[src/rtl/wb_uart_master.sv]
// UART-to-Wishbone debug bridge.
// A host sends 'W' + addr + data or 'R' + addr over an 8N1 serial link.
// The bridge performs one Wishbone classic transfer and answers with 'K',
// four read-data bytes, or 'E' when the slave errors or never acknowledges.
module wb_uart_master #(
    parameter int CLK_FREQ    = 50000000,
    parameter int BAUD        = 115200,
    parameter int ACK_TIMEOUT = 1024
) (
    input  logic        clk,
    input  logic        rst_n,
    input  logic        uart_rx_i,
    output logic        uart_tx_o,
    output logic        wb_cyc_o,
    output logic        wb_stb_o,
    output logic        wb_we_o,
    output logic [3:0]  wb_sel_o,
    output logic [31:0] wb_adr_o,
    output logic [31:0] wb_dat_o,
    input  logic [31:0] wb_dat_i,
    input  logic        wb_ack_i,
    input  logic        wb_err_i,
    output logic        busy_o
);

    localparam int CPB = CLK_FREQ / BAUD;
    localparam int CW  = $clog2(CPB + 1);
    localparam int TW  = $clog2(ACK_TIMEOUT + 1);

    localparam logic [CW-1:0] C_BIT_LAST = CW'(CPB - 1);
    localparam logic [CW-1:0] C_HALF     = CW'(CPB / 2 - 1);
    localparam logic [TW-1:0] C_TO_LAST  = TW'(ACK_TIMEOUT - 1);

    localparam logic [7:0] CMD_W = 8'h57;
    localparam logic [7:0] CMD_R = 8'h52;
    localparam logic [7:0] RSP_K = 8'h4B;
    localparam logic [7:0] RSP_E = 8'h45;

    typedef enum logic [2:0] {RX_IDLE, RX_START, RX_DATA, RX_STOP, RX_WAIT} rx_state_t;
    typedef enum logic [2:0] {IDLE, ADDR, WDATA, BUS, RESP} state_t;

    // Receiver
    logic [2:0]    r_rxSync;
    rx_state_t     r_rxState;
    logic [CW-1:0] r_rxCnt;
    logic [2:0]    r_rxBitIdx;
    logic [7:0]    r_rxShift;
    logic          r_rxValid;
    logic          w_rxBit;

    // Transmitter
    logic [9:0]    r_txShift;
    logic          r_txBusy;
    logic [CW-1:0] r_txCnt;
    logic [3:0]    r_txBitIdx;
    logic          w_txLoad;
    logic [7:0]    w_txByte;

    // Command FSM and bus master
    state_t        r_state;
    state_t        w_nextState;
    logic          r_isWrite;
    logic [1:0]    r_byteCnt;
    logic [31:0]   r_adr;
    logic [31:0]   r_dat;
    logic [31:0]   r_rdBuf;
    logic          r_cyc;
    logic [TW-1:0] r_toCnt;
    logic          r_fail;
    logic [2:0]    r_respCnt;
    logic [2:0]    w_respLen;
    logic          w_cmdByte;
    logic          w_timeout;
    logic          w_busDone;

    assign w_rxBit   = r_rxSync[1];
    assign w_cmdByte = r_rxValid && ((r_rxShift == CMD_W) || (r_rxShift == CMD_R));
    assign w_timeout = r_cyc && (r_toCnt == C_TO_LAST);
    assign w_busDone = r_cyc && (wb_ack_i || wb_err_i || w_timeout);
    assign uart_tx_o = r_txShift[0];

    // Two-flop synchroniser for the serial input, plus one more stage for edge detection
    always_ff @(posedge clk or negedge rst_n) begin
        if (!rst_n) begin
            r_rxSync <= 3'b111;
        end else begin
            r_rxSync <= {r_rxSync[1:0], uart_rx_i};
        end
    end

    // Receive framer: start-bit recheck at half bit, mid-bit data sampling, stop-bit validation
    always_ff @(posedge clk or negedge rst_n) begin
        if (!rst_n) begin
            r_rxState  <= RX_IDLE;
            r_rxCnt    <= '0;
            r_rxBitIdx <= '0;
            r_rxShift  <= '0;
            r_rxValid  <= 1'b0;
        end else begin
            r_rxValid <= 1'b0;
            case (r_rxState)
                RX_IDLE: begin
                    if (r_rxSync[2] && !w_rxBit) begin
                        r_rxState <= RX_START;
                        r_rxCnt   <= '0;
                    end
                end
                RX_START: begin
                    if (r_rxCnt == C_HALF) begin
                        r_rxCnt    <= '0;
                        r_rxBitIdx <= '0;
                        r_rxState  <= w_rxBit ? RX_IDLE : RX_DATA;
                    end else begin
                        r_rxCnt <= r_rxCnt + CW'(1);
                    end
                end
                RX_DATA: begin
                    if (r_rxCnt == C_BIT_LAST) begin
                        r_rxCnt   <= '0;
                        r_rxShift <= {w_rxBit, r_rxShift[7:1]};
                        if (r_rxBitIdx == 3'd7) begin
                            r_rxState <= RX_STOP;
                        end else begin
                            r_rxBitIdx <= r_rxBitIdx + 3'd1;
                        end
                    end else begin
                        r_rxCnt <= r_rxCnt + CW'(1);
                    end
                end
                RX_STOP: begin
                    if (r_rxCnt == C_BIT_LAST) begin
                        r_rxCnt <= '0;
                        if (w_rxBit) begin
                            r_rxValid <= 1'b1;
                            r_rxState <= RX_IDLE;
                        end else begin
                            r_rxState <= RX_WAIT;
                        end
                    end else begin
                        r_rxCnt <= r_rxCnt + CW'(1);
                    end
                end
                RX_WAIT: begin
                    if (w_rxBit) begin
                        r_rxState <= RX_IDLE;
                    end
                end
                default: r_rxState <= RX_IDLE;
            endcase
        end
    end

    // Transmit shifter: frames a byte as start/8 data/stop and shifts it out LSB first
    always_ff @(posedge clk or negedge rst_n) begin
        if (!rst_n) begin
            r_txShift  <= '1;
            r_txBusy   <= 1'b0;
            r_txCnt    <= '0;
            r_txBitIdx <= '0;
        end else if (!r_txBusy) begin
            if (w_txLoad) begin
                r_txShift  <= {1'b1, w_txByte, 1'b0};
                r_txBusy   <= 1'b1;
                r_txCnt    <= '0;
                r_txBitIdx <= '0;
            end
        end else if (r_txCnt == C_BIT_LAST) begin
            r_txCnt   <= '0;
            r_txShift <= {1'b1, r_txShift[9:1]};
            if (r_txBitIdx == 4'd9) begin
                r_txBusy <= 1'b0;
            end else begin
                r_txBitIdx <= r_txBitIdx + 4'd1;
            end
        end else begin
            r_txCnt <= r_txCnt + CW'(1);
        end
    end

    // Command FSM state register
    always_ff @(posedge clk or negedge rst_n) begin
        if (!rst_n) begin
            r_state <= IDLE;
        end else begin
            r_state <= w_nextState;
        end
    end

    // Command FSM next-state logic
    always_comb begin
        w_nextState = r_state;
        case (r_state)
            IDLE:    if (w_cmdByte) w_nextState = ADDR;
            ADDR:    if (r_rxValid && (r_byteCnt == 2'd3)) w_nextState = r_isWrite ? WDATA : BUS;
            WDATA:   if (r_rxValid && (r_byteCnt == 2'd3)) w_nextState = BUS;
            BUS:     if (w_busDone) w_nextState = RESP;
            RESP:    if ((r_respCnt == w_respLen) && !r_txBusy) w_nextState = IDLE;
            default: w_nextState = IDLE;
        endcase
    end

    // Field assembly, the single bus transfer with its timeout, and response byte counting
    always_ff @(posedge clk or negedge rst_n) begin
        if (!rst_n) begin
            r_isWrite <= 1'b0;
            r_byteCnt <= '0;
            r_adr     <= '0;
            r_dat     <= '0;
            r_rdBuf   <= '0;
            r_cyc     <= 1'b0;
            r_toCnt   <= '0;
            r_fail    <= 1'b0;
            r_respCnt <= '0;
        end else begin
            case (r_state)
                IDLE: begin
                    if (w_cmdByte) begin
                        r_isWrite <= (r_rxShift == CMD_W);
                        r_byteCnt <= '0;
                    end
                end
                ADDR: begin
                    if (r_rxValid) begin
                        r_adr     <= {r_adr[23:0], r_rxShift};
                        r_byteCnt <= r_byteCnt + 2'd1;
                    end
                end
                WDATA: begin
                    if (r_rxValid) begin
                        r_dat     <= {r_dat[23:0], r_rxShift};
                        r_byteCnt <= r_byteCnt + 2'd1;
                    end
                end
                BUS: begin
                    if (!r_cyc) begin
                        r_cyc     <= 1'b1;
                        r_toCnt   <= '0;
                        r_respCnt <= '0;
                    end else if (wb_err_i) begin
                        r_cyc  <= 1'b0;
                        r_fail <= 1'b1;
                    end else if (wb_ack_i) begin
                        r_cyc   <= 1'b0;
                        r_fail  <= 1'b0;
                        r_rdBuf <= wb_dat_i;
                    end else if (w_timeout) begin
                        r_cyc  <= 1'b0;
                        r_fail <= 1'b1;
                    end else begin
                        r_toCnt <= r_toCnt + TW'(1);
                    end
                end
                RESP: begin
                    if (w_txLoad) begin
                        r_respCnt <= r_respCnt + 3'd1;
                    end
                end
                default: ;
            endcase
        end
    end

    // Bus outputs, busy flag and selection of the next response byte
    always_comb begin
        wb_cyc_o  = r_cyc;
        wb_stb_o  = r_cyc;
        wb_we_o   = r_cyc && r_isWrite;
        wb_sel_o  = r_cyc ? 4'hF : 4'h0;
        wb_adr_o  = r_adr;
        wb_dat_o  = r_dat;
        busy_o    = (r_state != IDLE) || r_txBusy;
        w_respLen = (r_fail || r_isWrite) ? 3'd1 : 3'd4;
        w_txLoad  = (r_state == RESP) && !r_txBusy && (r_respCnt < w_respLen);
        if (r_fail) begin
            w_txByte = RSP_E;
        end else if (r_isWrite) begin
            w_txByte = RSP_K;
        end else begin
            case (r_respCnt[1:0])
                2'd0:    w_txByte = r_rdBuf[31:24];
                2'd1:    w_txByte = r_rdBuf[23:16];
                2'd2:    w_txByte = r_rdBuf[15:8];
                default: w_txByte = r_rdBuf[7:0];
            endcase
        end
    end

endmodule

[config.mk]
export PLATFORM = sky130hd
export DESIGN_NAME = wb_uart_master
export DESIGN_NICKNAME = d
export VERILOG_FILES = /design/src/rtl/wb_uart_master.sv
export SDC_FILE = /design/constraint.sdc
export NUM_CORES = 1
export LEC_CHECK = 0
export CORE_MARGIN = 10
export CORE_UTILIZATION = 45
export DETAILED_ROUTE_END_ITERATION = 16
export PLACE_DENSITY = 0.7
export SLEW_MARGIN = 0
export SYNTH_ARGS = -nofsm -noshare
export SYNTH_HDL_FRONTEND = slang
export SYNTH_SLANG_ARGS = --single-unit
[constraint.sdc]
create_clock -name clk -period 2.74 [get_ports clk]
set_clock_uncertainty 0.1 [all_clocks]
set_input_delay 0.685 -clock clk [delete_from_list [all_inputs] [get_ports clk]]
set_output_delay 0.685 -clock clk [all_outputs]
set_load 0.005 [all_outputs]
# [Word-level counts from Yosys, hierarchy flattened]
# Index checks and enable logic that the tools add are counted.
[op_classes] n_eq_ne=40 mul=0 bitwise=1 n_shift=0 div_mod_pow=0 reduce_logical=43 addsub=7 order_cmp=1 n_mux=63
[ops] cell="two-way mux 3 bit" n=18
[ops] cell="two-way mux 9 bit" n=6
[ops] cell="two-way mux 11 bit" n=4
[ops] cell="inequality test 2 bit (second input constant)" n=18
[ops] cell="two-way mux 10 bit" n=3
[ops] cell="one-hot mux 3 bit (5 select lines)" n=2
[ops] cell="one-hot mux 9 bit (3 select lines)" n=1
[ops] cell="one-hot mux 8 bit (3 select lines)" n=1
[ops] cell="two-way mux 4 bit" n=5
[ops] cell="adder 9 x 1 -> 9 bit (second input constant)" n=2
[ops] cell="== test 9 bit (second input constant)" n=2
[ops] cell="== test 8 x 7 -> 1 bit (second input constant)" n=2
[ops] cell="two-way mux 8 bit" n=2
[ops] cell="two-way mux 1 bit" n=15
[ops] cell="== test 3 x 2 -> 1 bit (second input constant)" n=4
[ops] cell="one-hot mux 3 bit (2 select lines)" n=2
[ops] cell="AND reduction 2 bit" n=6
[ops] cell="AND reduction 3 bit" n=4
[ops] cell="AND reduction 4 bit" n=3
[ops] cell="adder 11 x 1 -> 11 bit (second input constant)" n=1
[ops] cell="== test 11 x 10 -> 1 bit (second input constant)" n=1
[ops] cell="== test 3 bit (second input constant)" n=3
[ops] cell="== test 9 x 8 -> 1 bit (second input constant)" n=1
[ops] cell="logical AND 1 bit" n=9
[ops] cell="22 further kinds" n=40
[totals] latch_bits=0 romBits=0 reg_bits=169 mem_bits_rw=0 output_inout_bits=73 input_bits=37 mem_count=0

# [Logic depth before layout (Yosys ltp)]
# Gate-level depths: netlist (run 1).
[logic_depth] depth_word=6 ltp_mapped=8 mapped_depth_nobuf=6

# [Worst setup path after synthesis (run 1)]
# No wires, ideal clock.
[synth_path] path_kind="register to register" from="reg r_isWrite" to="reg r_txShift[1]" setup_slack_ps=166 path_stages_with_launch=9 t_required_ps=2558 arrival_time_ps=2391 path_buffers=2 setup_ps=82 cell_sequence="dfrtp_1 -> clkbuf_1 -> or2_2 -> ha_1 -> or4b_1 -> a211oi_2 -> nand2b_1 -> buf_4 -> mux2_2"
[synth_via] elab_chain_cells=6 word_cells_on_any_way=10 classes_between="1 x order compare; 5 x mux; 4 x reduce/logical"
[synth_lines] element="start: declaration" line_no="62" text="logic r_isWrite;"
[synth_lines] element="start signal: assignment" line_no="218" text="r_isWrite <= (r_rxShift == CMD_W);"
[synth_lines] element="logical OR 1 bit" line_no="272" text="w_respLen = (r_fail || r_isWrite) ? 3'd1 : 3'd4;"
[synth_lines] element="two-way mux 3 bit" line_no="272"
[synth_lines] element="less-than comparator 3 bit" line_no="273" text="w_txLoad = (r_state == RESP) && !r_txBusy && (r_respCnt < w_respLen);"
[synth_lines] element="logical AND 1 bit" line_no="273"
[synth_lines] element="nonzero test 2 bit (no line)"
[synth_lines] element="AND reduction 2 bit (no line)"
[synth_lines] element="end signal: assignment" line_no="162" text="r_txShift <= {1'b1, w_txByte, 1'b0};"
[synth_lines] element="end signal: assignment" line_no="169" text="r_txShift <= {1'b1, r_txShift[9:1]};"
[synth_lines] element="end: declaration" line_no="52" text="logic [9:0] r_txShift;"
# Several ways; a longest one is shown, not always the timed one. The select of a mux whose other input is x is not followed.
# A chain may end at the register's enable or synchronous reset.

# [Final worst setup path (run 1)]
[layout_path] from="reg r_state[0]" to="out busy_o"
[layout_via] elab_chain_cells=2
[layout_lines] element="start: declaration" line_no="60" text="state_t r_state;"
[layout_lines] element="start signal: assignment" line_no="185" text="r_state <= w_nextState;"
[layout_lines] element="nonzero test 3 bit" line_no="271" text="busy_o = (r_state != IDLE) || r_txBusy;"
[layout_lines] element="logical OR 1 bit" line_no="271"
[layout_lines] element="end: declaration" line_no="23" text="output logic busy_o"
# No other way between the ends.

==> results of run 1 <==
-- sequential cells by signal, summed over array words and instances, names as in the netlist, 4 cells and up --
signal / cells
r_rdBuf: 32
r_rxCnt: 9
r_rxShift: 8
r_toCnt: 11
r_txBitIdx: 4
wb_dat_o: 32
r_txCnt: 9
wb_adr_o: 32
r_txShift: 9
-- worst min path at each step --
stage	to	slack, ps	depth (start not counted)
floorplan	r_rxSync[1]	250	0
global placement	r_rxSync[1]	250	0
detailed placement	r_rxSync[1]	250	0
CTS	r_txBitIdx[0]	140	1
global route	r_txBitIdx[2]	180	1
finish	r_rdBuf[1]	130	1
-- metrics by stage --
stage	std cells	power (uW)	instance area [um2]	setup slack (ps)	utilization
finish	986	5290	9800	117	0.571
global route	986	5520	9800	6.14	0.571
CTS	986	5350	9800	63.0	0.571
detailed placement	954	2980	9210	83.2	0.536
global placement	954	2960	9210	168	0.536
floorplan	642	2800	7820	166	-
-- critical path: cells and delay by family (launching register included) --
family | cells | cell delay, ps
flops | 1 | 540
simple gates | 2 | 440
buf+inv | 1 | 450
-- what timing repair did --
action / CTS / global route
endpoints found under the setup margin: 1 / 1
gates resized for setup: 1 / 1
hold buffers: 0 / 0
hold endpoints to repair: 0 / 0
-- power by group through the flow --
stage	logic [uW]	registers (uW)	clock network, uW
4_1_cts	375	2560	2420
3_3_place_gp	360	2600	0
3_5_place_dp	372	2610	0
5_1_grt	411	2570	2540
6_report	373	2560	2360
2_1_floorplan	223	2580	0
-- per-layer routing --
| metal | track usage | vias up |
|---|---|---|
| met2 | 0.259 | 146 |
| li1 | - | 2575 |
| met1 | 0.191 | 2793 |
| met5 | 0 | - |
| met3 | 0.0432 | 22 |
| met4 | 0.0495 | 0 |
-- synth_stat cells (5+ instances only) --
cell type                  instances  area [um2]
sky130_fd_sc_hd__nor3b_1           6        45.0
sky130_fd_sc_hd__nor2_1           17        63.8
sky130_fd_sc_hd__mux2_2          116        1310
sky130_fd_sc_hd__clkbuf_1         19        71.3
sky130_fd_sc_hd__nand4_1           7        43.8
sky130_fd_sc_hd__or4_1             7        52.6
sky130_fd_sc_hd__nand3_1          11        55.1
sky130_fd_sc_hd__a222oi_1          5        50.1
sky130_fd_sc_hd__and3_1            5        31.3
sky130_fd_sc_hd__a22o_1           11        96.3
sky130_fd_sc_hd__o22ai_1           6        37.5
sky130_fd_sc_hd__inv_1            16        60.1
sky130_fd_sc_hd__dfrtp_1         156        3900
sky130_fd_sc_hd__nand2b_1         10        62.6
sky130_fd_sc_hd__nand2_1          45         169
sky130_fd_sc_hd__ha_1             18         225
sky130_fd_sc_hd__o21ai_0          28         140
sky130_fd_sc_hd__dfstp_2          12         315
sky130_fd_sc_hd__nor2b_1           6        37.5
sky130_fd_sc_hd__buf_2            12        60.1
sky130_fd_sc_hd__o31ai_1          13        97.6
sky130_fd_sc_hd__nor3_1            8        40.0
sky130_fd_sc_hd__buf_4             7        52.6
sky130_fd_sc_hd__a21oi_1          14        70.1
sky130_fd_sc_hd__o211ai_1          6        45.0
-- final cells by class --
class                   instances  area (um2)
fillers                      1424        7370
repair buffers                126        1260
multi-input cells             419        3400
well taps                     225         282
clock buffers                  18         429
clock inverters                14         159
inverters                      16        60.1
flip-flops and latches        168        4220
-- cells by family after synthesis --
family,synth area share
buf+inv,0.0317
xor+xnor,0.00560
simple gates,0.117
mux,0.172
compound gates,0.104
fa+ha+maj,0.0301
flops,0.539
==> results.py, run 1 <==
metrics = {
    "floorplan": {
        "initial_core_utilization": 0.455,
        "chipWidth_um": 152,
        "boundaryPins": 110,
        "die_area_um2": 23100,
        "die_h_um": 152,
        "core_area_um2": 17200,
        "placementRows": 48,
    },
    "power_and_ir_drop": {
        "share_comb_of_total_power": 0.070,
        "clock_power_share": 0.446,
        "seq_power_share": 0.484,
        "internal_power_uw": 3950,
        "power.density_cell_area_nw_per_um2": 540,
        "swShare": 0.253,
        "power.static_leakage_uw": 0.00436,
        "power_switching_uw": 1340,
        "vdd.ir_drop.worst_mv": 0.437,
    },
    "worst_setup_path": {
        "worst_setup_path_startpoint": "r_state[0]",
        "worst_ep_arrival_time_ps": 1840,
        "crit_path_end_kind": "output pin",
        "critical-path-max-stage-delay_ps": 540,
        "critical_path.max_fanout": 12,
        "worst-r2r-setup-slack_ps": 150,
        "timing.reg2reg.worst_path_depth": 6,
        "worst_r2r_startpoint": "r_fail",
        "path_cells": "nor3_2, nand2b_1, clkdlybuf4s50_1",
        "start_kind": "flip-flop",
        "crit_end": "busy_o",
        "criticalPathCategory": "flip-flop to output pin",
        "cp_slowest_cell": "sky130_fd_sc_hd__dfrtp_1",
        "reg2reg_to": "r_txShift[4]",
        "required_worst_endpoint_ps": 1960,
    },
    "cells_and_area": {
        "layout_commonest_cell": "sky130_fd_sc_hd__dfrtp_1",
        "final_nets": 803,
        "antenna_cells": 0,
        "layout_common_cells": "sky130_fd_sc_hd__dfrtp_1, sky130_fd_sc_hd__mux2_2, sky130_fd_sc_hd__clkdlybuf4s50_1",
        "post_route_cells_drive_above_1_share": 0.254,
        "area.growth.synth_to_final_pct": 25.3,
    },
    "synth": {
        "synth_top_flop_cell": "sky130_fd_sc_hd__dfrtp_1",
        "post_synth_inst_count": 642,
        "syn_warnings": 0,
        "ys_async_sr_fraction": 1.00,
        "avgSynthCellArea_um2": 12.2,
        "mappedNetlistNets": 697,
        "yosys.cell_types.count": 70,
        "synth.yosys.seq_area_share": 0.539,
        "synth.cell_area_um2": 7820,
        "number_of_synthesized_register_bits": 168,
        "synth-edff-count": 0,
    },
    "sta": {
        "fmax_mhz": 381,
        "setup-tns-final_ps": 0,
        "final_min_period_over_clock_period": 0.957,
        "rsz0062_at_grt": "no",
        "report.final.hold_viol_count": 0,
        "report.final.setup_viol": 0,
        "final-max-slew-violation-count": 0,
        "tightest_slew_ps": 625,
        "maxSlewHeadroom": 0.572,
        "finalCriticalPeriod_ps": 2620,
        "fin_hold_ws_ps": 130,
    },
    "clock_tree": {
        "post_cts_buffers": 0,
        "cts_buffer_depth": 2,
        "cts_buffers": 17,
        "cts.htree.levels": 4,
        "clkLatencyLatePin_ps": 430,
        "cts.root.buffer_cell": "sky130_fd_sc_hd__clkbuf_16",
        "tritoncts": "yes",
        "cts.reportedPaths.clkPinSlew_ps": 60,
        "cts.sinks": 168,
    },
    "detailed_routing": {
        "met3WireLength_um": 900,
        "route.vias.total": 5536,
        "initialDrtViolationCount": 383,
        "maxUsedRoutingLayer": "met4",
        "drt_wl_total_um": 17900,
        "final_antenna_violating_net_count": 0,
        "avgRoutedWirePerCell_um": 18.1,
        "viasPerCell": 5.61,
        "route.detailed.drc": 0,
        "met1Wirelength_um": 7620,
        "drt_pre_antenna_iters": 6,
        "met2_wirelength_from_detailed_routing_um": 9160,
    },
    "placed_design": {
        "gpl.final_weighted_congestion": 0.832,
        "buffer_ports.inserted": 109,
        "dp.final_hpwl_um": 12700,
    },
    "global_routing": {
        "overflow": 0,
        "grt_pass1_wl_um": 30200,
        "number_of_global_route_vias_before_repair": 5798,
        "groute.usage.overall": 0.156,
        "maximum_number_of_pins_on_one_net_before_global_route_repair": 62,
        "antenna_found_initial": 0,
    },
    "job": {
        "max_cap_viol_count": 0,
    },
    "hold_path": {
        "min_path_type": "input port to async pin",
    },
    "status": {
        "run_status": "completed",
    },
}
Note: power is estimated with default switching activity, not from simulation.
==> run 2: changes to the inputs <==
Settings changed: HOLD_SLACK_MARGIN set to 0.05.
==> results of run 2 <==
Final layout, timing and power as in run 1 (identical DEF).
